===== src/rtl/cr_vehicle_detector.sv =====
// Country-road vehicle detector: synchronizes/debounces the stop-line loop, counts waiting
// vehicles and drives the car-waiting request x. Define CR_DET_TIMEOUT_EN for the country-green limit.
module cr_vehicle_detector #(
    parameter int DEB_CYCLES = 4,
    parameter int CNT_W      = 4,
    parameter int MAX_GREEN  = 16
) (
    input  logic             clk,
    input  logic             rst,
    input  logic             arrive_raw,
    input  logic             depart,
    input  logic [1:0]       hw,
    input  logic [1:0]       cr,
    output logic             x,
    output logic [CNT_W-1:0] queue_cnt,
    output logic             overflow,
    output logic             timeout
);

    localparam logic [1:0] GREEN = 2'd1;
    localparam logic [7:0] DEB_L = 8'(DEB_CYCLES);

    typedef enum logic [1:0] {
        IDLE    = 2'd0,
        REQUEST = 2'd1,
        SERVE   = 2'd2,
        HOLDOFF = 2'd3
    } state_e;

    logic [1:0]       sync_q;
    logic             sync_hi;
    logic [7:0]       deb_cnt_q, deb_cnt_d;
    logic             deb_q, deb_d;
    logic             deb_prev_q;
    logic             arrive_ev;
    logic [CNT_W-1:0] queue_q, queue_d;
    logic             ovf_q, ovf_d;
    state_e           state_q, state_d;
    logic             x_q, x_d;
    logic             timeout_q, timeout_d;

    assign sync_hi = sync_q[1];

    always_comb begin
        deb_cnt_d = '0;
        deb_d     = 1'b0;
        if (sync_hi) begin
            deb_cnt_d = (deb_cnt_q == DEB_L) ? deb_cnt_q : deb_cnt_q + 8'd1;
            deb_d     = deb_q | (deb_cnt_q == DEB_L);
        end
    end

    // The level must still be held on the commit edge, so a pulse only as long as the
    // debounce window plus one cycle never produces an event.
    assign arrive_ev = deb_q & ~deb_prev_q & sync_hi;

    always_comb begin
        queue_d = queue_q;
        ovf_d   = ovf_q;
        if (arrive_ev && !depart) begin
            if (&queue_q) begin
                ovf_d = 1'b1;
            end else begin
                queue_d = queue_q + 1'b1;
            end
        end else if (depart && !arrive_ev && (queue_q != '0)) begin
            queue_d = queue_q - 1'b1;
        end
    end

`ifdef CR_DET_TIMEOUT_EN
    logic [7:0] timer_q, timer_d;
    logic       timer_hit;

    always_comb begin
        timer_d = '0;
        if (state_q == SERVE) begin
            timer_d = timer_q + ((cr == GREEN) ? 8'd1 : 8'd0);
        end
    end

    assign timer_hit = (timer_d >= 8'(MAX_GREEN));

    always_ff @(posedge clk or posedge rst) begin
        if (rst) begin
            timer_q <= '0;
        end else begin
            timer_q <= timer_d;
        end
    end
`else
    logic [11:0] unused_cfg;
    assign unused_cfg = {8'(MAX_GREEN), hw, cr};
`endif

    always_comb begin
        state_d   = state_q;
        timeout_d = 1'b0;
        case (state_q)
            IDLE: begin
                if (queue_d != '0) state_d = REQUEST;
            end
            REQUEST: begin
                if (queue_d == '0) begin
                    state_d = IDLE;
                end else if (cr == GREEN) begin
                    state_d = SERVE;
                end
            end
            SERVE: begin
                if (queue_d == '0) begin
                    state_d = IDLE;
                end
`ifdef CR_DET_TIMEOUT_EN
                else if (timer_hit) begin
                    state_d   = HOLDOFF;
                    timeout_d = 1'b1;
                end
`endif
            end
`ifdef CR_DET_TIMEOUT_EN
            HOLDOFF: begin
                if (hw == GREEN) begin
                    state_d = (queue_d != '0) ? REQUEST : IDLE;
                end
            end
`endif
            default: state_d = IDLE;
        endcase
        x_d = (state_d == REQUEST) || (state_d == SERVE);
    end

    always_ff @(posedge clk or posedge rst) begin
        if (rst) begin
            sync_q     <= '0;
            deb_cnt_q  <= '0;
            deb_q      <= 1'b0;
            deb_prev_q <= 1'b0;
            queue_q    <= '0;
            ovf_q      <= 1'b0;
            state_q    <= IDLE;
            x_q        <= 1'b0;
            timeout_q  <= 1'b0;
        end else begin
            sync_q     <= {sync_q[0], arrive_raw};
            deb_cnt_q  <= deb_cnt_d;
            deb_q      <= deb_d;
            deb_prev_q <= deb_q;
            queue_q    <= queue_d;
            ovf_q      <= ovf_d;
            state_q    <= state_d;
            x_q        <= x_d;
            timeout_q  <= timeout_d;
        end
    end

    assign x         = x_q;
    assign queue_cnt = queue_q;
    assign overflow  = ovf_q;
    assign timeout   = timeout_q;

endmodule


===== config.mk =====
export PLATFORM = sky130hd
export DESIGN_NAME = cr_vehicle_detector
export DESIGN_NICKNAME = d
export VERILOG_FILES = /design/src/rtl/cr_vehicle_detector.sv
export SDC_FILE = /design/constraint.sdc
export NUM_CORES = 1
export LEC_CHECK = 0
export BUFFER_PORTS_ARGS = -buffer_cell sky130_fd_sc_hd__buf_2
export CAP_MARGIN = 20
export CORE_MARGIN = 3
export CORE_UTILIZATION = 60
export DETAILED_ROUTE_END_ITERATION = 8
export PLACE_DENSITY = 0.81
export SLEW_MARGIN = 5
export SYNTH_ARGS = -nofsm -noshare
export SYNTH_HDL_FRONTEND = slang
export SYNTH_SLANG_ARGS = --single-unit

===== constraint.sdc =====
create_clock -name clk -period 5.3 [get_ports clk]
set_input_delay 1.06 -clock clk [delete_from_list [all_inputs] [get_ports clk]]
set_output_delay 1.06 -clock clk [all_outputs]
set_load 0.005 [all_outputs]

==> results of run 1 <==
## cell type report
| type | count | area share, % |
|---|---|---|
| clock buffers | 4 | 2.96 |
| flip-flops and latches | 20 | 40.8 |
| well taps | 25 | 2.55 |
| inverters | 7 | 2.14 |
| multi-input cells | 74 | 47.0 |
| repair buffers | 11 | 4.49 |
## sequential cells by signal, summed over array words and instances, names as in the netlist
signal      count
deb_cnt_q       8
queue_cnt       4
state_q         2
sync_q          2
deb_prev_q      1
deb_q           1
overflow        1
x               1
## placed cells by master, fill, tap and decap left out, types with 4 or more instances in the layout
| master | count |
|---|---|
| sky130_fd_sc_hd__dfrtp_1 | 20 |
| sky130_fd_sc_hd__buf_2 | 11 |
| sky130_fd_sc_hd__inv_1 | 7 |
| sky130_fd_sc_hd__and2_1 | 6 |
| sky130_fd_sc_hd__nor2_1 | 5 |
| sky130_fd_sc_hd__nand3_1 | 5 |
| sky130_fd_sc_hd__a21oi_1 | 5 |
| sky130_fd_sc_hd__and3_1 | 4 |
| sky130_fd_sc_hd__xnor2_1 | 4 |
| sky130_fd_sc_hd__ha_1 | 4 |
## metrics by stage
step	hold WS (ps)	util [%]	cell area, um2
3_5_place_dp	335	68.2	1190
5_1_grt	375	70.3	1230
2_1_floorplan	331	-	1120
4_1_cts	362	70.3	1230
3_3_place_gp	335	68.2	1190
6_report	360	70.3	1230
## routing by layer
layer	share of wire [%]	track usage, %	vias to the layer above	wire length (um)
li1	-	-	399	-
met1	47	23.7	404	979
met2	46	29.2	23	957
met3	4.4	4.28	6	92
met4	1.9	9.00	0	40
met5	0	0	-	0
## worst max-delay path by stage
stage,slack [ps],end,startpoint
after global placement,2700,state_q[1]$_DFF_PP0_,depart
after detailed placement,2690,state_q[1]$_DFF_PP0_,depart
after CTS,3020,state_q[1]$_DFF_PP0_,depart
final,3010,state_q[1]$_DFF_PP0_,depart
after global routing,2960,state_q[1]$_DFF_PP0_,depart
after floorplan,2990,state_q[1]$_DFF_PP0_,depart
## cell families (layout without fill, tap and decap cells)
| group | Yosys count | in the layout | synth area share [%] |
|---|---|---|---|
| AND/OR/NAND/NOR | 47 | 47 | 30.3 |
| flip-flops | 20 | 20 | 44.5 |
| AO/OA/AOI/OAI | 14 | 14 | 9.80 |
| buffers and inverters | 10 | 22 | 4.12 |
| XOR/XNOR | 6 | 6 | 4.68 |
| adder cells (fa/ha/maj) | 4 | 4 | 4.45 |
| multiplexers | 2 | 2 | 1.78 |
| other | 1 | 1 | 0.334 |
## power groups by stage
stage / sequential [mW] / clock (mW) / combinational, mW
6_report: 0.233 / 0.0896 / 0.181
5_1_grt: 0.239 / 0.0987 / 0.198
4_1_cts: 0.232 / 0.0908 / 0.180
3_5_place_dp: 0.235 / 0 / 0.180
3_3_place_gp: 0.232 / 0 / 0.172
2_1_floorplan: 0.222 / 0 / 0.138
==> metrics.log, run 1 <==
INFO  metric worst_ir_drop_vdd = about 240 uV
INFO  metric grt_overflow = 0
INFO  metric remaining_drc_errors = 0
INFO  metric ctsHoldBuffers = 0
INFO  metric timing_max_transition_violations_final = 0
INFO  metric synth.largest_area_cell = sky130_fd_sc_hd__dfrtp_1
INFO  metric vias_after_detailed_routing = ~830
INFO  metric final_net_count = 129
INFO  metric cts_repair_resize_count = 0
INFO  metric cp.buffers_inverters = 1
INFO  metric worst_r2r_endpoint = state_q[1]$_DFF_PP0_
INFO  metric place_congestion = 0.843
INFO  metric min_period_over_period = 43.3%
INFO  metric grt_first_pass_wirelength = 3490 um
INFO  metric timing.hold.worst_endpoint = sync_q[1]$_DFF_PP0_
INFO  metric layout.area.seq = roughly 500 um2
INFO  metric synth-edff-count = 0
INFO  metric detailed_place_hpwl = 1450 um
INFO  metric holdCritPathClass = reg -> reg
INFO  metric clock-skew-final = ~7.0 ps
INFO  metric yosys_most_used_dff = sky130_fd_sc_hd__dfrtp_1
INFO  metric pwr_density_cell = 411 nW/um2
INFO  metric combPwrFrac = 35.9%
INFO  metric synthArstFlopShare = 100%
INFO  metric grt_max_degree = 21
INFO  metric cts.repair_timing.setup_buffer_count = 0
INFO  metric postLayoutSetupSlackWorst = 3010 ps
INFO  metric power.share.sequential = 46.3%
INFO  metric cts_root_buffer = sky130_fd_sc_hd__clkbuf_4
INFO  metric internal-power = approximately 0.32 mW
INFO  metric fraction_of_synthesized_cell_area_taken_by_the_top_area_cell_type = 44.5%
INFO  metric clock_sink_count = 20
INFO  metric synthTopCellsByArea = sky130_fd_sc_hd__dfrtp_1 45%, sky130_fd_sc_hd__ha_1 4.5%, sky130_fd_sc_hd__and2_1 3.3%
INFO  metric totalWireLength = 2070 um
INFO  metric power.leakage = 0.600 nW
INFO  metric timing.critical_path.slowest_stage_cell = sky130_fd_sc_hd__and4bb_4
INFO  metric ys_types = between 40 and 50
INFO  metric crit_family = simple AND/OR/NAND/NOR gates
INFO  metric timing.critical_path.slowest_cell_delay = 410 ps
INFO  metric numPortBuffers = 11
INFO  metric tritoncts_buffers = 3
INFO  metric via_per_inst = 5.90
INFO  metric number_of_global_route_vias_before_repair = 800
INFO  metric final-hold-violation-count = 0
INFO  metric area_delta_synth_final = 9.13%
INFO  metric drt_iter0_markers = 19
INFO  metric ys_ff_latch = 20
INFO  metric die_w = 49.3 um
INFO  metric run_status = complete, no violations
INFO  metric routedWlPerCell = 14.7 um
INFO  metric crit-reg2reg-launch = queue_cnt[0]$_DFF_PP0_
INFO  metric synth-seq-area-share = 44.5%
INFO  metric synth_commonest_cells = 20 x sky130_fd_sc_hd__dfrtp_1, 7 x sky130_fd_sc_hd__inv_1, 6 x sky130_fd_sc_hd__and2_1
INFO  metric syn-mean-instance-area = about 11 um2
INFO  metric clock_power_share = 17.8%
INFO  metric multi_input_gate_area = between 500 and 600 um2
INFO  metric timing_limited_maximum_frequency = 436 MHz
INFO  metric io_pins = 15
INFO  metric synth_most_common_cell = sky130_fd_sc_hd__dfrtp_1
INFO  metric final_cell_count_no_fill = 141
INFO  metric detail-route-antenna-nets = 0
INFO  metric slew-limit-headroom = 51.5%
INFO  metric design.die.area = 2430 um2
INFO  metric netlist_instances = 104
INFO  metric antenna_cells_inserted = 0
INFO  metric mappedNetlistArea = 1120 um2
INFO  metric drive_above_1_share = 25.9%
INFO  metric floorplan.initialDensity = 64.4%
INFO  metric timing.critical_path.from_type = input port
INFO  metric timing.critical_path.required = between 5000 and 6000 ps
INFO  metric ys_warn_count = 0
INFO  metric post-place-cells = ~140
INFO  metric coreArea = 1750 um2
INFO  metric critPathMaxFanout = 11
INFO  metric dieHeight = 49.3 um
INFO  metric switchingPower = 0.186 mW
INFO  metric r2r_cells = 7
INFO  metric min-delay-start = sync_q[0]$_DFF_PP0_
INFO  metric timing.reg2reg.setup_slack = 3190 ps
INFO  metric fin_setup_tns = 0 ps
INFO  metric worstPathArrival = 2480 ps
INFO  metric hold_crit_depth = 0
INFO  metric rows = 15
INFO  metric cts_tree = done
INFO  metric number_of_fill_cells_in_the_layout = 128
INFO  metric worstSetupPathDepth = 6
INFO  metric max-cap-violations = 0
INFO  metric pre_cts_slack = 2690 ps
INFO  metric synth.net_count = approximately 120
INFO  metric unrepaired_setup_endpoints_after_global_routing = no
INFO  metric worst_skew_pair.late_latency = 300 ps
INFO  metric drt_first_pass_iters = 4
INFO  metric antenna_found_initial = 0
INFO  metric period_needed = 2290 ps
INFO  metric type_of_element_capturing_the_critical_path = register
INFO  metric clkTransAtPathRegs = 110 ps
INFO  metric track_usage = 18.5%
INFO  metric finalSetupViolCount = 0
INFO  metric clk_path_buf_depth = 2
INFO  metric worst_pin_slew = a little over 700 ps
INFO  metric timing_worst_setup_path_type = in -> reg
INFO  metric cp_cell_sequence = buf_2 -> and4bb_4 -> a31oi_1 -> o221a_2 -> nor4_2 -> nor2_1
INFO  metric cts_htree_levels = 1
INFO  metric power.total = 0.504 mW
INFO  metric switching_share_of_total_power = 37.0%
Power figures use the tool's default switching activity.
==> run 2, diff against run 1 <==
CORE_UTILIZATION = 50   (was 60)
PLACE_DENSITY = 0.71   (was 0.81)
clock period = 2 ns   (was 5.3 ns; I/O delays follow)
==> run 2 against run 1 <==
Against the previous run: worst hold slack lost 150 ps; clock power grew to 3.6 times the previous value; flip-flop and latch count unchanged; largest power group is now combinational cells.
==> metrics.log, run 2 (synthesis gave the netlist of run 1 again) <==
INFO  metric holdCritPathClass = in -> async
INFO  metric clock_sink_count = 20 (unchanged)
INFO  metric routedWlPerCell = 13.5 um (-8.0%)
INFO  metric clock-skew-final = 14.0 ps (+6.95 ps)
INFO  metric detailed_place_hpwl = 1460 um (+1.0%)
INFO  metric io_pins = 15 (unchanged)
INFO  metric timing_limited_maximum_frequency = 534 MHz
INFO  metric largest_reg_flops = 8 (unchanged)
INFO  metric run_status = complete, no violations
INFO  metric most-common-layout-cells = 19 x sky130_fd_sc_hd__dfrtp_1, 11 x sky130_fd_sc_hd__buf_2, 7 x sky130_fd_sc_hd__inv_1
INFO  metric worst_ir_drop_vdd = 658 uV (+170%)
INFO  metric clkTransAtPathRegs = 120 ps (about the same)
INFO  metric remaining_drc_errors = 0 (unchanged)
INFO  metric final_net_count = 134 (+3.9%)
INFO  metric grt_overflow = 0 (unchanged)
INFO  metric coreArea = 2040 um2 (+17%)
INFO  metric power.leakage = 0.631 nW (+5.2%)
INFO  metric floorplan.initialDensity = 55.0% (-9.3 points)
INFO  metric grt_first_pass_wirelength = 3380 um (-3.2%)
INFO  metric numPortBuffers = 11 (unchanged)
INFO  metric unrepaired_setup_endpoints_after_global_routing = no
INFO  metric cts_root_buffer = sky130_fd_sc_hd__clkbuf_4
INFO  metric critPathMaxFanout = 4 (-7)
INFO  metric drt_iter0_markers = 10 (-9)
INFO  metric rows = 16 (+1)
INFO  metric ctsHoldBuffers = 0 (unchanged)
INFO  metric worst_skew_pair.late_latency = 300 ps (about the same)
INFO  metric area_delta_synth_final = 15.0%
INFO  metric period_needed = approximately 1900 ps
INFO  metric cts_htree_levels = 1 (unchanged)
INFO  metric timing.critical_path.from_type = register
INFO  metric design.die.area = 2850 um2 (+17%)
INFO  metric place_congestion = 0.891 (+5.7%)
INFO  metric layout.area.seq = 502 um2 (+0.25%)
INFO  metric fin_setup_tns = 0 ps (unchanged)
INFO  metric die_w = 53.4 um (+8.4%)
INFO  metric worst_pin_slew = 757 ps (+30.1 ps)
INFO  metric slew-limit-headroom = 49.5% (-2.0 points)
INFO  metric cts_tree = done
INFO  metric number_of_global_route_vias_before_repair = 778 (-2.8%)
INFO  metric finalSetupViolCount = 0 (unchanged)
INFO  metric via_per_inst = 5.48 (-7.1%)
INFO  metric timing.reg2reg.setup_slack = 130 ps (-3060 ps)
INFO  metric number_of_fill_cells_in_the_layout = 179 (+40%)
INFO  metric timing_max_transition_violations_final = 0 (unchanged)
INFO  metric max-cap-violations = 0 (unchanged)
INFO  metric worstPathArrival = 2070 ps (-410 ps)
INFO  metric antenna_found_initial = 0 (unchanged)
INFO  metric crit-reg2reg-launch = queue_cnt[1]$_DFF_PP0_
INFO  metric timing_worst_setup_path_type = reg -> reg
INFO  metric antenna_cells_inserted = 0 (unchanged)
INFO  metric pwr_density_cell = 1160 nW/um2 (+180%)
INFO  metric grt_max_degree = 21 (unchanged)
INFO  metric type_of_element_capturing_the_critical_path = register
INFO  metric detail-route-antenna-nets = 0 (unchanged)
INFO  metric multi_input_gate_area = 586 um2 (+1.5%)
INFO  metric drt_first_pass_iters = 4 (unchanged)
INFO  metric r2r_cells = 7 (unchanged)
INFO  metric clk_path_buf_depth = 2 (unchanged)
INFO  metric totalWireLength = 2000 um (-3.4%)
INFO  metric vias_after_detailed_routing = 811 (-2.5%)
INFO  metric timing.critical_path.required = 2200 ps (-3280 ps)
INFO  metric min_period_over_period = 93.7%
INFO  metric postLayoutSetupSlackWorst = 126 ps (-2880 ps)
INFO  metric tritoncts_buffers = 3 (unchanged)
INFO  metric track_usage = 16.3% (-2.2 points)
INFO  metric dieHeight = 53.4 um (+8.4%)
INFO  metric final-hold-violation-count = 0 (unchanged)
INFO  metric pre_cts_slack = 56.0 ps (-2630 ps)
INFO  metric worst_r2r_endpoint = state_q[1]$_DFF_PP0_
INFO  metric registers.top_by_ff_count = deb_cnt_q
INFO  metric final_common_cell = sky130_fd_sc_hd__dfrtp_1
INFO  metric drive_above_1_share = 29.8% (+3.9 points)
-- run 2: worst max-delay path by stage --
stage / startpoint / end / slack (ps) / cells past startpoint
floorplan: queue_cnt[0]$_DFF_PP0_ / state_q[1]$_DFF_PP0_ / 140 / 7
global placement: queue_cnt[1]$_DFF_PP0_ / state_q[1]$_DFF_PP0_ / 90 / 7
CTS: queue_cnt[1]$_DFF_PP0_ / state_q[0]$_DFF_PP0_ / 30 / 7
global route: queue_cnt[1]$_DFF_PP0_ / state_q[1]$_DFF_PP0_ / 20 / 7
detailed placement: queue_cnt[1]$_DFF_PP0_ / state_q[0]$_DFF_PP0_ / 60 / 7
finish: queue_cnt[1]$_DFF_PP0_ / state_q[1]$_DFF_PP0_ / 130 / 7
-- run 2: area by class of cell --
type	instances	area share (%)
clock buffer	3	1.74
clock inverter	1	2.32
inverter	7	2.03
multi-input combinational	74	45.3
sequential	20	38.8
tap	27	2.61
timing repair buffer	16	7.16
-- run 2: power by group --
| group | total [mW] | switching (mW) | internal, mW |
|---|---|---|---|
| Sequential | 0.581 | 0.0947 | 0.487 |
| Combinational | 0.598 | 0.294 | 0.304 |
| Clock | 0.325 | 0.123 | 0.203 |
-- run 2: through the flow --
step	cells	cell area, um2	hold slack, ps	utilization, %	power [mW]
4_1_cts	147	1270	191	62.4	1.48
3_5_place_dp	143	1220	348	59.9	1.15
5_1_grt	148	1290	180	63.3	1.62
2_1_floorplan	104	1120	331	-	0.954
3_3_place_gp	143	1220	338	59.9	1.12
6_report	148	1290	208	63.3	1.51
-- run 2: layer usage --
layer,share of wire [%],routed length [um],vias up,track usage (%)
li1,-,-,403,-
met1,49,986,395,21.3
met2,47,941,13,27.1
met3,3.6,71,0,4.23
met4,0,0,0,2.55
met5,0,0,-,0
-- run 2: worst max-delay path: stages, from the launching register on --
cell and delay [ps]:
sky130_fd_sc_hd__dfrtp_2 450, sky130_fd_sc_hd__inv_1 70, sky130_fd_sc_hd__ha_1 150, sky130_fd_sc_hd__or3b_4 390, sky130_fd_sc_hd__nand4b_1 120, sky130_fd_sc_hd__nand4_2 150, sky130_fd_sc_hd__nor4_4 360, sky130_fd_sc_hd__nor2_1 80
-- run 2: what timing repair did --
action	4_1_cts	5_1_grt
setup buffers	0	1
gates resized for setup	0	2
endpoints found under the setup margin	0	3
==> run 3, diff against run 2 <==
ABC_AREA = 1   (was default)
PLACE_DENSITY = 0.72   (was 0.71)
==> run 3 against run 2 <==
Against the previous run: maximum frequency is 15% higher; largest power group is now registers; synthesized cell count is 24% higher; routed wire length is 12% lower; largest cell class unchanged; flip-flop and latch count stayed put; clock-buffer cell count is 1 higher; sequential power is 3% higher; utilization is 4.0 points lower; sequential share of layout area is 2.9 points higher; critical path depth stayed put.
==> metrics.log, run 3 <==
INFO  metric timing_max_transition_violations_final = 0 (unchanged)
INFO  metric period_needed = 1630 ps (-241 ps)
INFO  metric mappedNetlistArea = 1100 um2 (-2.1%)
INFO  metric worst_skew_pair.late_latency = 290 ps (about the same)
INFO  metric clkTransAtPathRegs = 110 ps (about the same)
INFO  metric cts_repair_resize_count = 0 (unchanged)
INFO  metric crit_family = simple AND/OR/NAND/NOR gates
INFO  metric cts.repair_timing.setup_buffer_count = 0 (unchanged)
INFO  metric remaining_drc_errors = 0 (unchanged)
INFO  metric vias_after_detailed_routing = 840 (+3.6%)
INFO  metric detailed_place_hpwl = 1410 um (-3.4%)
INFO  metric via_per_inst = 5.00 (-8.8%)
INFO  metric clock-skew-final = 6.84 ps (-7.12 ps)
INFO  metric io_pins = 15 (unchanged)
INFO  metric timing.critical_path.from_type = register
INFO  metric cts_root_buffer = sky130_fd_sc_hd__clkbuf_4
INFO  metric ctsHoldBuffers = 0 (unchanged)
INFO  metric drt_iter0_markers = 10 (unchanged)
INFO  metric post_dp_cell_area = 1160 um2 (-4.9%)
INFO  metric place_congestion = 0.839 (-5.8%)
INFO  metric drt_first_pass_iters = 2 (-2)
INFO  metric holdCritPathClass = in -> async
INFO  metric registers.top_by_ff_count = deb_cnt_q
INFO  metric worst_r2r_endpoint = deb_cnt_q[1]$_DFFE_PP0P_
INFO  metric power.leakage = 0.602 nW (-4.6%)
INFO  metric pwr_density_cell = 1150 nW/um2 (-0.94%)
INFO  metric grt_first_pass_wirelength = 3210 um (-5.1%)
INFO  metric grt_max_degree = 21 (unchanged)
INFO  metric synthTopCellsByArea = sky130_fd_sc_hd__dfrtp_1 46%, sky130_fd_sc_hd__nand2_1 10%, sky130_fd_sc_hd__inv_1 4.8%
INFO  metric most-common-layout-cells = 30 x sky130_fd_sc_hd__nand2_1, 20 x sky130_fd_sc_hd__dfrtp_1, 14 x sky130_fd_sc_hd__inv_1
INFO  metric slew-limit-headroom = 51.6% (+2.1 points)
INFO  metric cts_tree = done
INFO  metric ys_ff_latch = 20 (unchanged)
INFO  metric number_of_global_route_vias_before_repair = 795 (+2.2%)
INFO  metric layout.cell_area.non_filler = 1200 um2 (-7.3%)
INFO  metric floorplan.initialDensity = 54.4% (-0.63 points)
INFO  metric drive_above_1_share = 20.6% (-9.2 points)
INFO  metric design.die.area = 2800 um2 (-1.9%)
INFO  metric r2r_cells = 7 (unchanged)
INFO  metric ys_types = 25 (-40%)
INFO  metric antenna_found_initial = 0 (unchanged)
INFO  metric type_of_element_capturing_the_critical_path = register
INFO  metric grt_overflow = 0 (unchanged)
INFO  metric final-hold-violation-count = 0 (unchanged)
INFO  metric synth.largest_area_cell = sky130_fd_sc_hd__dfrtp_1
INFO  metric die_w = 52.9 um (-0.95%)
INFO  metric timing.critical_path.slowest_cell_delay = 420 ps (-30 ps)
INFO  metric final_net_count = 154 (+15%)
INFO  metric timing.reg2reg.setup_slack = 370 ps (+240 ps)
INFO  metric numPortBuffers = 11 (unchanged)
INFO  metric crit-reg2reg-launch = deb_cnt_q[0]$_DFFE_PP0P_
INFO  metric finalSetupViolCount = 0 (unchanged)
INFO  metric unrepaired_setup_endpoints_after_global_routing = no
INFO  metric synth.net_count = 141 (+22%)
INFO  metric netlist_instances = 129 (+24%)
INFO  metric power.total = 1.38 mW (-8.1%)
INFO  metric run_status = complete, no violations
INFO  metric cts_htree_levels = 1 (unchanged)
INFO  metric timing.critical_path.slowest_stage_cell = sky130_fd_sc_hd__dfrtp_1
INFO  metric synthArstFlopShare = 100% (unchanged)
INFO  metric area_delta_synth_final = 8.99%
INFO  metric syn-mean-instance-area = 8.53 um2 (-21%)
INFO  metric grt.met1_usage = 21.1% (-0.20 points)
INFO  metric final_common_cell = sky130_fd_sc_hd__nand2_1
INFO  metric coreArea = 2020 um2 (-0.98%)
INFO  metric fraction_of_synthesized_cell_area_taken_by_the_top_area_cell_type = 45.5% (+0.96 points)
INFO  metric ys_warn_count = 0 (unchanged)
INFO  metric timing_worst_setup_path_type = reg -> reg
INFO  metric yosys_most_used_dff = sky130_fd_sc_hd__dfrtp_1
INFO  metric synth-edff-count = 0 (unchanged)
INFO  metric cp.buffers_inverters = 1 (unchanged)
INFO  metric timing.critical_path.required = 2190 ps (about the same)
INFO  metric grt_util_met3 = 3.38% (-0.85 points)
INFO  metric detail-route-antenna-nets = 0 (unchanged)
INFO  metric worst_ir_drop_vdd = 753 uV (+14%)
INFO  metric top_usage_layer = met2
INFO  metric totalWireLength = 1770 um (-12%)
INFO  metric routedWlPerCell = 10.5 um (-22%)
INFO  metric rows = 16 (unchanged)
INFO  metric synth_most_common_cell = sky130_fd_sc_hd__nand2_1
INFO  metric cp_cell_sequence = inv_1 -> ha_1 -> nand4_1 -> nor4_1 -> nand2_1 -> nand3_1 -> o21ai_0
INFO  metric worst_pin_slew = 725 ps (-31.7 ps)
INFO  metric max-cap-violations = 0 (unchanged)
INFO  metric min_period_over_period = 81.6% (-12 points)
INFO  metric critPathMaxFanout = 6 (+2)
INFO  metric largest_reg_flops = 8 (unchanged)
INFO  metric clock_sink_count = 20 (unchanged)
INFO  metric use_met2 = 24.0% (-3.2 points)
INFO  metric timing_limited_maximum_frequency = 613 MHz (+15%)
INFO  metric fin_setup_tns = 0 ps (unchanged)
INFO  metric synth_commonest_cells = 30 x sky130_fd_sc_hd__nand2_1, 20 x sky130_fd_sc_hd__dfrtp_1, 14 x sky130_fd_sc_hd__inv_1, 10 x sky130_fd_sc_hd__nand3_1
INFO  metric dieHeight = 52.9 um (-0.95%)
INFO  metric tritoncts_buffers = 3 (unchanged)
INFO  metric worstPathArrival = 1820 ps (-250 ps)
INFO  metric track_usage = 15.2% (-1.1 points)
INFO  metric clk_path_buf_depth = 2 (unchanged)
INFO  metric antenna_cells_inserted = 0 (unchanged)
INFO  metric synth-seq-area-share = 45.5% (+0.96 points)
run 3: cell types whose count changed in the layout (fill, tap and decap cells not counted), moves of 5 or more:
cell                      previous run  this run
sky130_fd_sc_hd__and2_1              6         0
sky130_fd_sc_hd__nand2_1             3        30
sky130_fd_sc_hd__nand3_1             5        10
sky130_fd_sc_hd__buf_4               5         0
sky130_fd_sc_hd__inv_1               7        14
sky130_fd_sc_hd__o21ai_0             2         7
run 3: worst max path at each step:
stage          depth (start not counted)                       end                startpoint  slack, ps
3_3_place_gp                          10               x$_DFF_PP0_    queue_cnt[0]$_DFF_PP0_        430
6_report                               7  deb_cnt_q[1]$_DFFE_PP0P_  deb_cnt_q[0]$_DFFE_PP0P_        370
3_5_place_dp                          10               x$_DFF_PP0_    queue_cnt[0]$_DFF_PP0_        380
2_1_floorplan                         10      state_q[0]$_DFF_PP0_    queue_cnt[0]$_DFF_PP0_        530
4_1_cts                                9      state_q[0]$_DFF_PP0_    queue_cnt[0]$_DFF_PP0_        360
5_1_grt                               10      state_q[0]$_DFF_PP0_    queue_cnt[0]$_DFF_PP0_        210
run 3: power by group:
| group | switching, mW | internal (mW) | leakage, nW |
|---|---|---|---|
| Clock | 0.117 | 0.111 | 0.0210 |
| Sequential | 0.103 | 0.498 | 0.252 |
| Combinational | 0.335 | 0.220 | 0.329 |
| Total | 0.554 | 0.829 | 0.602 |
run 3: cells by family (layout without fill, tap and decap cells):
kind of cell    count (synthesis)  in the layout  synth area share (%)
flops                          20             20                  45.5
compound gates                 15             15                  7.51
other cells                     1              1                 0.341
simple gates                   64             64                  29.9
fa+ha+maj                       4              4                  4.55
xor+xnor                        5              5                  3.98
buf+inv                        20             32                  8.19
run 3: stage by stage:
stage | instances | hold slack [ps] | setup WS, ps | utilization [%]
final | 168 | 206 | 368 | 59.3
after global routing | 168 | 200 | 208 | 59.3
after CTS | 168 | 208 | 359 | 59.3
after detailed placement | 164 | 348 | 380 | 57.5
after global placement | 164 | 335 | 426 | 57.5
after floorplan | 129 | 331 | 533 | -
run 3: area by class of cell:
class | instances | area [um2]
tap | 27 | 33.8
timing repair buffer | 11 | 55.1
multi-input combinational | 89 | 509
fill | 191 | 823
sequential | 20 | 500
inverter | 17 | 63.8
clock buffer | 4 | 36.3
run 3: metal layers:
layer,vias to the layer above,share of wire (%)
met1,393,50
met2,11,46
met4,0,0.96
met3,4,3.1
met5,-,0
li1,432,-
